<file path="config.mk">
export PLATFORM = sky130hd
export DESIGN_NAME = serial_add_sequencer
export DESIGN_NICKNAME = d
export VERILOG_FILES = /design/src/rtl/serial_add_sequencer.sv
export SDC_FILE = /design/constraint.sdc
export NUM_CORES = 1
export LEC_CHECK = 0
export BUFFER_PORTS_ARGS = -buffer_cell sky130_fd_sc_hd__buf_4
export CORE_ASPECT_RATIO = 0.7
export CORE_MARGIN = 8
export CORE_UTILIZATION = 44
export DETAILED_ROUTE_END_ITERATION = 10
export GPL_TIMING_DRIVEN = 0
export PLACE_DENSITY = 0.67
export RECOVER_POWER = 25
export SKIP_CTS_REPAIR_TIMING = 1
export SYNTH_ARGS = -nofsm -noshare
export SYNTH_HDL_FRONTEND = slang
export SYNTH_SLANG_ARGS = --single-unit
</file>
<file path="constraint.sdc">
create_clock -name clk -period 1.6 [get_ports clk]
set_input_delay 0.08 -clock clk [delete_from_list [all_inputs] [get_ports clk]]
set_output_delay 0.08 -clock clk [all_outputs]
set_load 0.01 [all_outputs]
</file>
<file path="src/rtl/serial_add_sequencer.sv">
// Bit-serial adder/subtractor: one full-adder cell walks the operands LSB first,
// with a valid/ready handshake on both the operand and the result side.
module serial_add_sequencer #(
    parameter int W = 8
) (
    input  logic         clk,
    input  logic         rst_n,
    input  logic         in_valid,
    output logic         in_ready,
    input  logic [W-1:0] a,
    input  logic [W-1:0] b,
    input  logic         carry_in,
    input  logic         sub,
    output logic         out_valid,
    input  logic         out_ready,
    output logic [W-1:0] sum,
    output logic         carry_out,
    output logic         busy
);

    // One extra bit so the counter can step past W-1 without wrapping.
    localparam int                CNT_W    = $clog2(W) + 1;
    localparam logic [CNT_W-1:0] CNT_LAST = CNT_W'(W - 1);
    localparam logic [CNT_W-1:0] CNT_ONE  = CNT_W'(1);

    typedef enum logic [1:0] {
        IDLE = 2'd0,
        ADD  = 2'd1,
        DONE = 2'd2
    } state_e;

    state_e           state_q, state_d;
    logic [CNT_W-1:0] cnt_q,   cnt_d;
    logic [W-1:0]     a_sh_q,  a_sh_d;
    logic [W-1:0]     b_sh_q,  b_sh_d;
    logic [W-1:0]     res_q,   res_d;
    logic             carry_q, carry_d;

    logic fa_a;
    logic fa_b;
    logic fa_sum;
    logic fa_carry;

    // The single full-adder cell shared by every bit position.
    assign fa_a     = a_sh_q[0];
    assign fa_b     = b_sh_q[0];
    assign fa_sum   = fa_a ^ fa_b ^ carry_q;
    assign fa_carry = (fa_a & fa_b) | (carry_q & (fa_a ^ fa_b));

    always_comb begin
        // NOTE: every variable gets a hold value before the case so no path
        // leaves one unassigned, which is what would infer a latch.
        state_d   = state_q;
        cnt_d     = cnt_q;
        a_sh_d    = a_sh_q;
        b_sh_d    = b_sh_q;
        res_d     = res_q;
        carry_d   = carry_q;
        in_ready  = 1'b0;
        busy      = 1'b0;
        out_valid = 1'b0;

        unique case (state_q)
            IDLE: begin
                in_ready = 1'b1;
                if (in_valid) begin
                    state_d = ADD;
                    a_sh_d  = a;
                    b_sh_d  = sub ? ~b : b;
                    carry_d = sub ? 1'b1 : carry_in;
                    cnt_d   = '0;
                    res_d   = '0;
                end
            end

            ADD: begin
                busy          = 1'b1;
                res_d         = res_q >> 1;
                res_d[W-1]    = fa_sum;
                a_sh_d        = a_sh_q >> 1;
                b_sh_d        = b_sh_q >> 1;
                carry_d       = fa_carry;
                cnt_d         = cnt_q + CNT_ONE;
                if (cnt_q == CNT_LAST) begin
                    state_d = DONE;
                end
            end

            DONE: begin
                // Result registers are left alone so the output holds under back-pressure.
                out_valid = 1'b1;
                if (out_ready) begin
                    state_d = IDLE;
                end
            end

            default: begin
                state_d = IDLE;
            end
        endcase
    end

    // NOTE: the datapath registers are reset along with the state because sum
    // and carry_out are driven straight from them and must read zero in reset.
    always_ff @(posedge clk or negedge rst_n) begin
        if (!rst_n) begin
            state_q <= IDLE;
            cnt_q   <= '0;
            a_sh_q  <= '0;
            b_sh_q  <= '0;
            res_q   <= '0;
            carry_q <= 1'b0;
        end else begin
            // NOTE: non-blocking assignments so every register samples the
            // pre-edge values, regardless of statement order.
            state_q <= state_d;
            cnt_q   <= cnt_d;
            a_sh_q  <= a_sh_d;
            b_sh_q  <= b_sh_d;
            res_q   <= res_d;
            carry_q <= carry_d;
        end
    end

    assign sum       = res_q;
    assign carry_out = carry_q;

endmodule

</file>
==> metrics list, run 1 <==
- Summing over every cut layer, the via total after detailed routing is 1133.
- Sequential Power Share: 40.8%
- Total Routed Length: 3120 µm
- Headroom to the max-slew limit came out at 49.6%.
* Worst Max-Slew Pin Slew: 0.756 ns
- Area after detailed placement: 1740 µm²
* Footprint of the multi-input gates: 598 µm²
- Setup WS post-layout: 0.155 ns
* Layout cell share with drive strength beyond 1: 31.9%
- Combinational power share: 38.7%
- Placement Setup Slack: 0.201 ns
* Clock group share of total power: 20.5%
* Layout area overhead: 26.9%
- In the final routed layout, each cell accounts on average for 14.2 µm.
* Cell type group with the largest total delay on the critical path: buffers and inverters
- The worst setup path is captured at an output port.
- Data on the critical path is required at its endpoint by 1.52 ns.
- TritonCTS built the clock tree.
* Setup repair after global routing missed its margin: no
* Syn Area/Cell: 10.2 µm²
* Clock Root Buffer: sky130_fd_sc_hd__clkbuf_8
- The run finished, with violations left.
- Of the total power, the share spent switching nets is 35.9%.
* Clock input transition at the sequential cells of the worst setup and hold paths: 0.06 ns
* Detail-routed via count per cell: 5.15
- Final hold analysis gives a worst-case slack of -0.0126 ns.
- The number of global-route vias before repair came to 1097.
* Ys flop type: sky130_fd_sc_hd__dfrtp_1
- Worst path buffer plus inverter count: 3
* Cell types occupying the most area after synthesis: sky130_fd_sc_hd__dfrtp_1 54%, sky130_fd_sc_hd__nand2_1 9.6%, sky130_fd_sc_hd__xnor2_1 4.8%
* Floorplan die area: 5410 µm²
- Of all flip-flops after synthesis, the portion carrying an async set or reset was 100%.
- Remaining antenna violation count: 0
* Internal power: 2.10 mW
* Post-synth net total: 166
* PD cells: 1780 nW/µm²
- Core outline area: 3150 µm²
* Remaining global-route overflow: 0
- For this design, the slowest cell found on the critical path is sky130_fd_sc_hd__dfrtp_2.
- Summed over all nets, the switching power comes to 1.18 mW.
* Maximum buffer depth of the clock tree: 2
* Final Skew: 0.00492 ns
- Most frequent cells after synthesis: 37 x sky130_fd_sc_hd__nand2_1, 31 x sky130_fd_sc_hd__dfrtp_1, 11 x sky130_fd_sc_hd__nand3_1
* Cell area after layout: 1840 µm²
- I/O pins: 34
- Synth Warn #: 0
- Violated checks: negative hold slack
- TritonCTS Buffers: 5
* Global Route Usage Sum: 12.0%
* TritonCTS Sinks: 31
- Die height: 64.0 µm
- Summed over all instances, the cell type with the most area after synthesis is sky130_fd_sc_hd__dfrtp_1.
- Derived from the worst setup path, the maximum achievable clock frequency is 0.692 GHz.
- Entering global routing, the biggest net connects 32 pins.
- Number of diodes added for antenna fixing: 0
- Number of input and output port buffers inserted: 32
- Max Fanout on Critical Path: 19
* Filler cell count: 286
- The clock tree synthesis step divided the H-tree into 2 levels.
* Time the final worst path needs with I/O delays and setup: 1.45 ns
- By instance count, the leading cell after synthesis is sky130_fd_sc_hd__nand2_1.
- Routability-driven placement finished with a final weighted congestion of 0.719.
- For this configuration, the core starts out at a cell density of 46.0%.
- Summing the sequential cell areas from Yosys gives 53.5% of the chip area.
- For this run, the slowest stage of the critical path takes 0.44 ns.
- Type of the worst min-delay path: in2reg
* Area of the mapped netlist: 1450 µm²
* Class of the most critical setup path: reg2out
- Core Rows: 17
* Setup tns final: 0 ns
- The number of antenna violations at the first check in global routing was 0.
* Number of distinct library cell variants in the gate-level netlist after synthesis: 29
* Number of max-slew violations in the final report: 0
- Max-cap violations in this run came to 0.
- The net count of the finished layout is 205.
* Peak VDD IR: 0.817 mV
* Post-synth EDFFs: 0
- Post-synthesis cell count: 142
* Reg2reg setup slack: 0.19 ns
* First drt pass iteration count: 4
* Final period util: 90.3%
- Total power draw: 3.27 mW
* Type of element launching the critical path: register
- Sequential standard cell area: 777 µm²
- Wire length of the first global-routing pass: 5100 µm
* Cell occurring most often along the worst timing path: sky130_fd_sc_hd__buf_4
- For this run, design rule violations remaining after detail routing come to 0.
- Hold violation count in the final report: 1
- Summed over all cells, the static leakage comes to 0.914 nW.
- Crit path cell chain: nand2b_1, buf_4, inv_4, buf_4
- Data on the critical path arrives at its endpoint at 1.37 ns.
* Area share of the leading cell type in the synthesized netlist: 53.5%
* Violation count after the first detailed-routing iteration: 61
- HPWL after detailed placement: 2320 µm
- Setup violations remaining at the end of the flow were counted as 0.
- Clk_lat worst skew: 0.28 ns
* Number of register bits inferred by synthesis: 31
- The die is 84.6 µm wide.
cell families after synthesis:
family / count (synthesis) / synth area share (%)
compound gates: 23 / 13.1
xor+xnor: 8 / 4.84
fa+ha+maj: 2 / 2.25
buf+inv: 12 / 5.18
flops: 31 / 53.5
mux: 1 / 0.691
simple gates: 65 / 20.4
final timing paths:
kind / startpoint / cells after the start / end
worst max register to register: state_q[0]$_DFFE_PN0P_ / 4 / carry_out$_DFFE_PN0P_
min in group asynchronous: rst_n / 2 / a_sh_q[1]$_DFFE_PN0P_
max in group asynchronous: rst_n / 2 / state_q[1]$_DFFE_PN0P_
worst max-delay path: state_q[1]$_DFFE_PN0P_ / 4 / busy
worst min-delay path: a[7] / 3 / a_sh_q[7]$_DFFE_PN0P_
worst min register to register: a_sh_q[0]$_DFFE_PN0P_ / 2 / a_sh_q[0]$_DFFE_PN0P_
through the flow:
stage	util, %	std cells
floorplan	-	142
global placement	55.2	212
detailed placement	55.2	212
CTS	58.3	220
global route	58.4	220
finish	58.4	220
layer usage:
metal | vias up | wire [µm] | share of wire (%) | track usage (%)
met1 | 538 | 1460 | 47 | 14.4
met4 | 0 | 28 | 0.90 | 3.31
met3 | 4 | 169 | 5.4 | 5.74
li1 | 563 | - | - | -
met2 | 28 | 1460 | 47 | 18.8
met5 | - | 0 | 0 | 0
power by group through the flow:
stage / combinational [mW] / clock (mW) / sequential (mW)
finish: 1.27 / 0.670 / 1.34
global route: 1.42 / 0.727 / 1.38
CTS: 1.31 / 0.692 / 1.33
detailed placement: 1.31 / 0 / 1.35
global placement: 1.27 / 0 / 1.33
floorplan: 0.834 / 0 / 1.34
tightest hold or removal path: stages:
cell and delay, ns:
sky130_fd_sc_hd__buf_4 0.08, sky130_fd_sc_hd__nand2_1 0.04, sky130_fd_sc_hd__nand2_1 0.04
final cells by class:
type / instances / share of cell area [%]
clock buffer: 8 / 5.45
inverter: 4 / 0.953
buffer: 7 / 2.72
tap: 38 / 2.59
timing repair buffer: 33 / 13.5
sequential: 31 / 42.3
multi-input combinational: 99 / 32.5
cells in the final DEF, fill, tap and decap left out, types with 2 or more instances in the layout:
cell type / count
sky130_fd_sc_hd__nand3_1: 11
sky130_fd_sc_hd__o21ai_0: 5
sky130_fd_sc_hd__nor2_1: 8
sky130_fd_sc_hd__buf_2: 4
sky130_fd_sc_hd__a221o_2: 5
sky130_fd_sc_hd__nand2b_1: 2
sky130_fd_sc_hd__inv_1: 3
sky130_fd_sc_hd__buf_4: 32
sky130_fd_sc_hd__clkbuf_8: 7
sky130_fd_sc_hd__a221o_1: 2
sky130_fd_sc_hd__xnor2_1: 8
sky130_fd_sc_hd__nand2_1: 37
sky130_fd_sc_hd__dfrtp_1: 30
sky130_fd_sc_hd__a22oi_1: 7
sky130_fd_sc_hd__buf_6: 2
flip-flops by register name, summed over array words and instances (netlist names):
name / flops
cnt_q: 4
a_sh_q: 8
carry_out: 1
sum: 8
state_q: 2
b_sh_q: 8
Note: power is estimated with default switching activity, not from simulation.
==> run 2, diff against run 1 <==
Settings changed: PLACE_DENSITY 0.67 to 0.7, SLEW_MARGIN from default to 20.
Clock period 1.6 ns to 1.2 ns, I/O delays scaled along.
==> run 2 against run 1 <==
Against the previous run:
- critical endpoint is now b_sh_q[6]$_DFFE_PN0P_
- register-to-register slack got worse by 0.36 ns
- routed wire length increased by 8.3%
- largest cell class unchanged
- highest routed layer unchanged
- clock skew increased by 0.0016 ns
- the flow finishes with violations (negative hold slack, negative setup slack)
==> metrics list, run 2 (synthesis gave the netlist of run 1 again) <==
* Outcome: finished, violations left
- Violated checks: negative hold slack, negative setup slack
* Crit end category: register
* R2r startpoint: state_q[1]$_DFFE_PN0P_
* F_max: 0.727 GHz
- After layout, the worst setup slack is -0.175 ns.
* Final hold slack: -0.00000366 ns
* Post-detailed-route DRC marker count: 0
* Top library cells by usage in the layout, fill and taps aside: 41 x sky130_fd_sc_hd__buf_4, 31 x sky130_fd_sc_hd__nand2_1, 29 x sky130_fd_sc_hd__dfrtp_1, 9 x sky130_fd_sc_hd__nand3_1
* Clk_lat worst skew: 0.27 ns
* Layout area overhead: 42.6%
* Final weighted congestion in routability-driven placement: 0.730
- Slowest cell delay on critical path: 0.46 ns
* Filler cell count: 251
- Leakage power: 1.01 nW
- The kind of cell with the highest combined delay along the critical path is compound AO/OA/AOI/OAI gates.
- Count of cells along the worst register-to-register path: 4
- Die height: 64.0 µm
- Buffers inserted during clock tree synthesis total 5.
- Layout cell share with drive strength beyond 1: 43.1%
- Class of the most critical setup path: reg2reg
- Detail-routed via count per cell: 5.15
- After the first detailed-routing iteration, the DRC count stood at 54.
* Clock input transition at the sequential cells of the worst setup and hold paths: 0.06 ns
* Horiz. Die Dim: 84.6 µm
* Hold violation count in the final report: 1
- STA puts the critical path data required time at 1.35 ns.
- Global Route Usage Sum: 12.0%
- The clock passes through at most 2 buffers.
* Cell area after layout: 2070 µm²
- The number of buffers and inverters on the critical path is 2.
- The clock arrives with 0.00651 ns of skew.
- The net count of the finished layout is 220.
* Area after detailed placement: 1760 µm²
- STA puts the critical path data arrival time at 1.53 ns.
- Max-cap violations in this run came to 0.
- Max_slew headroom: 49.8%
- Core Rows: 17
- Via count: 1199
* Number of stages on the worst hold path: 3
- HPWL after detailed placement: 2350 µm
* Sequential standard cell area: 778 µm²
- Power spread over the standard cell area amounts to 2350 nW/µm².
- In this run the register-to-register setup slack is -0.17 ns.
* Crit-path slowest cell: sky130_fd_sc_hd__dfrtp_2
* Type of element launching the critical path: register
* Number of input and output port buffers inserted: 32
- Across the VDD grid, the largest voltage drop is 1.20 mV.
- Pin placement for this block handled 34 I/O pins.
* Time the final worst path needs with I/O delays and setup: 1.37 ns
- Core occupancy in the finished layout: 65.6%
* H-Tree Level Count: 2
- Via count of the first global-routing pass: 1180
- Floorplan die area: 5410 µm²
- Number of max-slew violations in the final report: 0
* Worst Max-Slew Pin Slew: 0.753 ns
- Wire length of the first global-routing pass: 5260 µm
- TritonCTS built the clock tree.
* Footprint of the multi-input gates: 678 µm²
- Worst min-delay path endpoint: a_sh_q[3]$_DFFE_PN0P_
- After detailed routing, the total wire length is 3370 µm.
- Number of diodes added for antenna fixing: 0
* First drt pass iteration count: 4
- The cell that appears most often on the critical path is sky130_fd_sc_hd__buf_6.
- At the placement stage, the worst setup path has a slack of -0.221 ns.
* Remaining antenna violation count: 0
- Largest net degree at the start of global routing: 32
- Core outline area: 3150 µm²
* Most common cell after layout, fill and taps aside: sky130_fd_sc_hd__buf_4
- Type of the worst min-delay path: in2reg
- Dividing the detail-routed wire length by the instance count gives 14.5 µm.
* Final period util: 115%
- After global routing the overflow that remains totals 0.
- The tree is rooted in a sky130_fd_sc_hd__clkbuf_8.
- Worst r2r dst: b_sh_q[6]$_DFFE_PN0P_
- Crit path cell chain: buf_6, o21bai_4, buf_6, a221o_2
- Hold wc startpoint: a[3]
- Number of antenna violations at the first check in global routing: 0
- Setup violations remaining at the end of the flow were counted as 30.
* TritonCTS Sinks: 31
- Along the worst path, the maximum fanout reaches 6.
- Setup repair after global routing missed its margin: yes
- The initial utilization of the core area, before any placement, comes to 46.0%.
-- run 2: cell types whose count changed in the layout (fill, tap and decap cells not counted), sizes merged --
cell / change
dlygate4sd3: +1
buf: +14
clkbuf: -2
-- run 2: power by group --
part / total, mW / internal, mW / leakage [nW] / switching [mW]
Combinational: 2.29 / 1.23 / 0.578 / 1.06
Sequential: 1.84 / 1.48 / 0.396 / 0.363
Clock: 0.726 / 0.385 / 0.0371 / 0.341
-- run 2: area by class of cell --
cell class | instances | share of cell area, %
plain buffers | 8 | 4.24
well taps | 38 | 2.30
clock buffers | 6 | 3.51
multi-input cells | 99 | 32.8
repair buffers | 47 | 18.4
inverters | 4 | 1.09
flip-flops and latches | 31 | 37.7
-- run 2: worst min-delay path, stage by stage --
cell and delay [ns]:
sky130_fd_sc_hd__buf_4 0.07, sky130_fd_sc_hd__a22oi_1 0.05, sky130_fd_sc_hd__nand2_1 0.05
-- run 2: metal layers --
layer,wire length [µm],GRT usage (%)
met5,0,0
met4,12,4.64
met3,151,4.08
met2,1670,19.3
met1,1540,14.5
-- run 2: metrics by stage --
step                      hold WS, ns  setup TNS [ns]  std cells  power (mW)
after floorplan                -0.236          -0.575        142        2.94
after global placement        0.00718           -2.88        212        3.52
after detailed placement       0.0145           -4.05        212        3.59
after CTS                      -0.282           -4.82        218        4.32
after global routing          0.00206           -4.77        233        5.23
final                     -0.00000366           -3.31        233        4.86
-- run 2: worst max path at each step --
stage / start / cells past startpoint / endpoint
detailed placement: state_q[0]$_DFFE_PN0P_ / 3 / carry_out$_DFFE_PN0P_
CTS: state_q[1]$_DFFE_PN0P_ / 5 / busy
finish: state_q[1]$_DFFE_PN0P_ / 4 / b_sh_q[6]$_DFFE_PN0P_
global route: state_q[1]$_DFFE_PN0P_ / 4 / carry_out$_DFFE_PN0P_
floorplan: state_q[0]$_DFFE_PN0P_ / 4 / carry_out$_DFFE_PN0P_
global placement: state_q[0]$_DFFE_PN0P_ / 3 / carry_out$_DFFE_PN0P_
==> run 3, diff against run 2 <==
Settings changed: PLACE_DENSITY 0.7 to 0.67.
Clock period 1.2 ns to 1.7 ns, I/O delays scaled along.
==> run 3 against run 2 <==
Against the previous run:
- the run ends with negative hold slack left
- clock skew decreased by 0.0020 ns
- sequential cell count unchanged
- register-to-register slack improved by 0.47 ns
- combinational power decreased by 47%
- non-clock buffer count decreased by 14
- worst setup slack improved by 0.31 ns
- largest cell class unchanged
- largest power group is now sequential cells
==> metrics list, run 3 (synthesis gave the netlist of run 1 again) <==
- Final Skew: 0.00454 ns
- TritonCTS Sinks: 31
- F_max: 0.641 GHz
- Layout area overhead: 27.3%
* R2r startpoint: state_q[0]$_DFFE_PN0P_
* Crit-path slowest cell: sky130_fd_sc_hd__dfrtp_1
- Counting stages on the worst path, the most repeated cell is sky130_fd_sc_hd__buf_4.
* Time the final worst path needs with I/O delays and setup: 1.56 ns
- Outcome: finished, violations left
* Worst min-delay path endpoint: a_sh_q[7]$_DFFE_PN0P_
- The worst register-to-register path has a setup slack of 0.30 ns.
* Violated checks: negative hold slack
- Detail-routed via count per cell: 5.10
* Core Rows: 17
- Total power draw: 3.10 mW
* Final period util: 91.8%
- Cell area after layout: 1840 µm²
- Detailed placement finished with a half-perimeter wire length of 2320 µm.
- TritonCTS clock tree: built
- The clock reaches the later pin of the worst-skew pair after 0.28 ns.
- TritonCTS Buffers: 5
- Total Routed Length: 3110 µm
- Number of diodes added for antenna fixing: 0
* Violation count after the first detailed-routing iteration: 65
- Wire per inst: 14.1 µm
- In this run the remaining antenna-violating nets after routing total 0.
- STA classifies the critical path endpoint as an output port.
* Worst r2r dst: carry_out$_DFFE_PN0P_
- Crit path cell chain: nand2b_1, buf_4, inv_4, buf_4, buf_4
- The congestion estimate from routability-driven global placement came to 0.719.
- Area after detailed placement: 1740 µm²
- The first TritonRoute pass finished after 4 iterations.
* H-Tree Level Count: 2
- For this run the aggregate overflow at the end of global routing stands at 0.
* Type of the worst min-delay path: in2reg
- Hold timing on the final database bottoms out at a slack of -0.00616 ns.
* Starting utilization of the core area: 46.0%
- Total of max-cap violations: 0
- In this run the most critical hold path is launched from a[7].
- The library cell used most frequently in the layout, excluding fill and tap cells, is sky130_fd_sc_hd__nand2_1.
* Layout cell share with drive strength beyond 1: 31.7%
- Max_slew headroom: 48.7%
- IR analysis of the VDD net gives a maximum drop of 0.771 mV.
- Largest net degree at the start of global routing: 32
- The worst setup path is launched from a register.
* Wire length of the first global-routing pass: 5100 µm
- Along the worst hold path, the cell count comes to 3.
- Setup violations remaining at the end of the flow were counted as 0.
- Worst path buffer plus inverter count: 4
* Maximum buffer depth of the clock tree: 2
* Number of antenna violations at the first check in global routing: 0
* Filler cell count: 284
- Core outline area: 3150 µm²
- Die height: 64.0 µm
- Setup repair after global routing left no endpoint under its margin.
- Number of max-slew violations in the final report: 0
- Power spread over the standard cell area amounts to 1680 nW/µm².
* Count of cells along the worst register-to-register path: 4
* Max Fanout on Critical Path: 10
- In this run the clock root is driven by a sky130_fd_sc_hd__clkbuf_8.
* Worst Max-Slew Pin Slew: 0.769 ns
- The number of global-route vias before repair is 1097.
* Class of the most critical setup path: reg2out
* I/O pins: 34
- Required time at the worst-slack endpoint: 1.62 ns
- The routed layout has 1127 vias.
* Floorplan die area: 5410 µm²
- Slowest cell delay on critical path: 0.44 ns
* Clock input transition at the sequential cells of the worst setup and hold paths: 0.06 ns
- Number of input and output port buffers inserted: 32
- The analysis attributes to cell leakage a power of 0.920 nW.
* Critical Path AT: 1.48 ns
* Top library cells by usage in the layout, fill and taps aside: 37 x sky130_fd_sc_hd__nand2_1, 33 x sky130_fd_sc_hd__buf_4, 31 x sky130_fd_sc_hd__dfrtp_1, 11 x sky130_fd_sc_hd__nand3_1
* Setup tns final: 0 ns
* Post-detailed-route DRC marker count: 0
* Global Route Usage Sum: 12.0%
- On the critical path the largest part of the delay comes from buffers and inverters.
- For this run, the post-layout net count is 206.
- The final number of hold-violating endpoints was 1.
* Horiz. Die Dim: 84.6 µm
[run 3: changes by cell type in the layout (fill, tap and decap cells not counted), sizes merged]
| cell | previous run | this run |
|---|---|---|
| buf | 52 | 39 |
| clkbuf | 7 | 9 |
| dlygate4sd3 | 2 | 1 |
[run 3: where the power goes]
| part | switching (mW) | total, mW | internal [mW] |
|---|---|---|---|
| combinational | 0.632 | 1.21 | 0.579 |
| clock | 0.261 | 0.630 | 0.369 |
| sequential | 0.214 | 1.26 | 1.04 |
[run 3: layout make-up]
class | instances | area (µm²) | area share, %
buffer | 8 | 57.6 | 3.12
clock buffer | 8 | 100 | 5.43
timing repair buffer | 33 | 248 | 13.4
tap | 38 | 47.5 | 2.58
sequential | 31 | 776 | 42.1
multi-input combinational | 99 | 598 | 32.4
inverter | 4 | 17.5 | 0.950
[run 3: through the flow]
stage | instances | utilization [%] | hold WS (ns) | setup slack, ns
final | 221 | 58.6 | -0.00616 | 0.140
after global routing | 221 | 58.6 | 0.0101 | 0.0605
after CTS | 220 | 58.3 | -0.273 | 0.119
after detailed placement | 212 | 55.2 | 0.0367 | 0.301
after global placement | 212 | 55.2 | 0.0330 | 0.324
after floorplan | 142 | - | -0.211 | 0.416
[run 3: worst max path at each step]
stage	endpoint	slack (ns)	start	cells past startpoint
finish	busy	0.14	state_q[1]$_DFFE_PN0P_	5
detailed placement	b_sh_q[6]$_DFFE_PN0P_	0.30	state_q[1]$_DFFE_PN0P_	3
global placement	b_sh_q[6]$_DFFE_PN0P_	0.32	state_q[1]$_DFFE_PN0P_	3
floorplan	carry_out$_DFFE_PN0P_	0.42	state_q[0]$_DFFE_PN0P_	4
global route	busy	0.06	state_q[1]$_DFFE_PN0P_	5
CTS	busy	0.12	state_q[1]$_DFFE_PN0P_	5
[run 3: worst reg2reg max path, cell delays in order, from the launching register on]
cell and delay, ns:
sky130_fd_sc_hd__dfrtp_1 0.46, sky130_fd_sc_hd__or3b_4 0.45, sky130_fd_sc_hd__buf_6 0.15, sky130_fd_sc_hd__nor3_2 0.15, sky130_fd_sc_hd__a211oi_2 0.06
[run 3: metal layers]
| metal | wire, µm | global-route usage (%) | vias up |
|---|---|---|---|
| met3 | 194 | 5.74 | 4 |
| met2 | 1470 | 18.8 | 28 |
| met5 | 0 | 0 | - |
| met4 | 27 | 3.31 | 0 |
| met1 | 1420 | 14.4 | 527 |
| li1 | - | - | 568 |
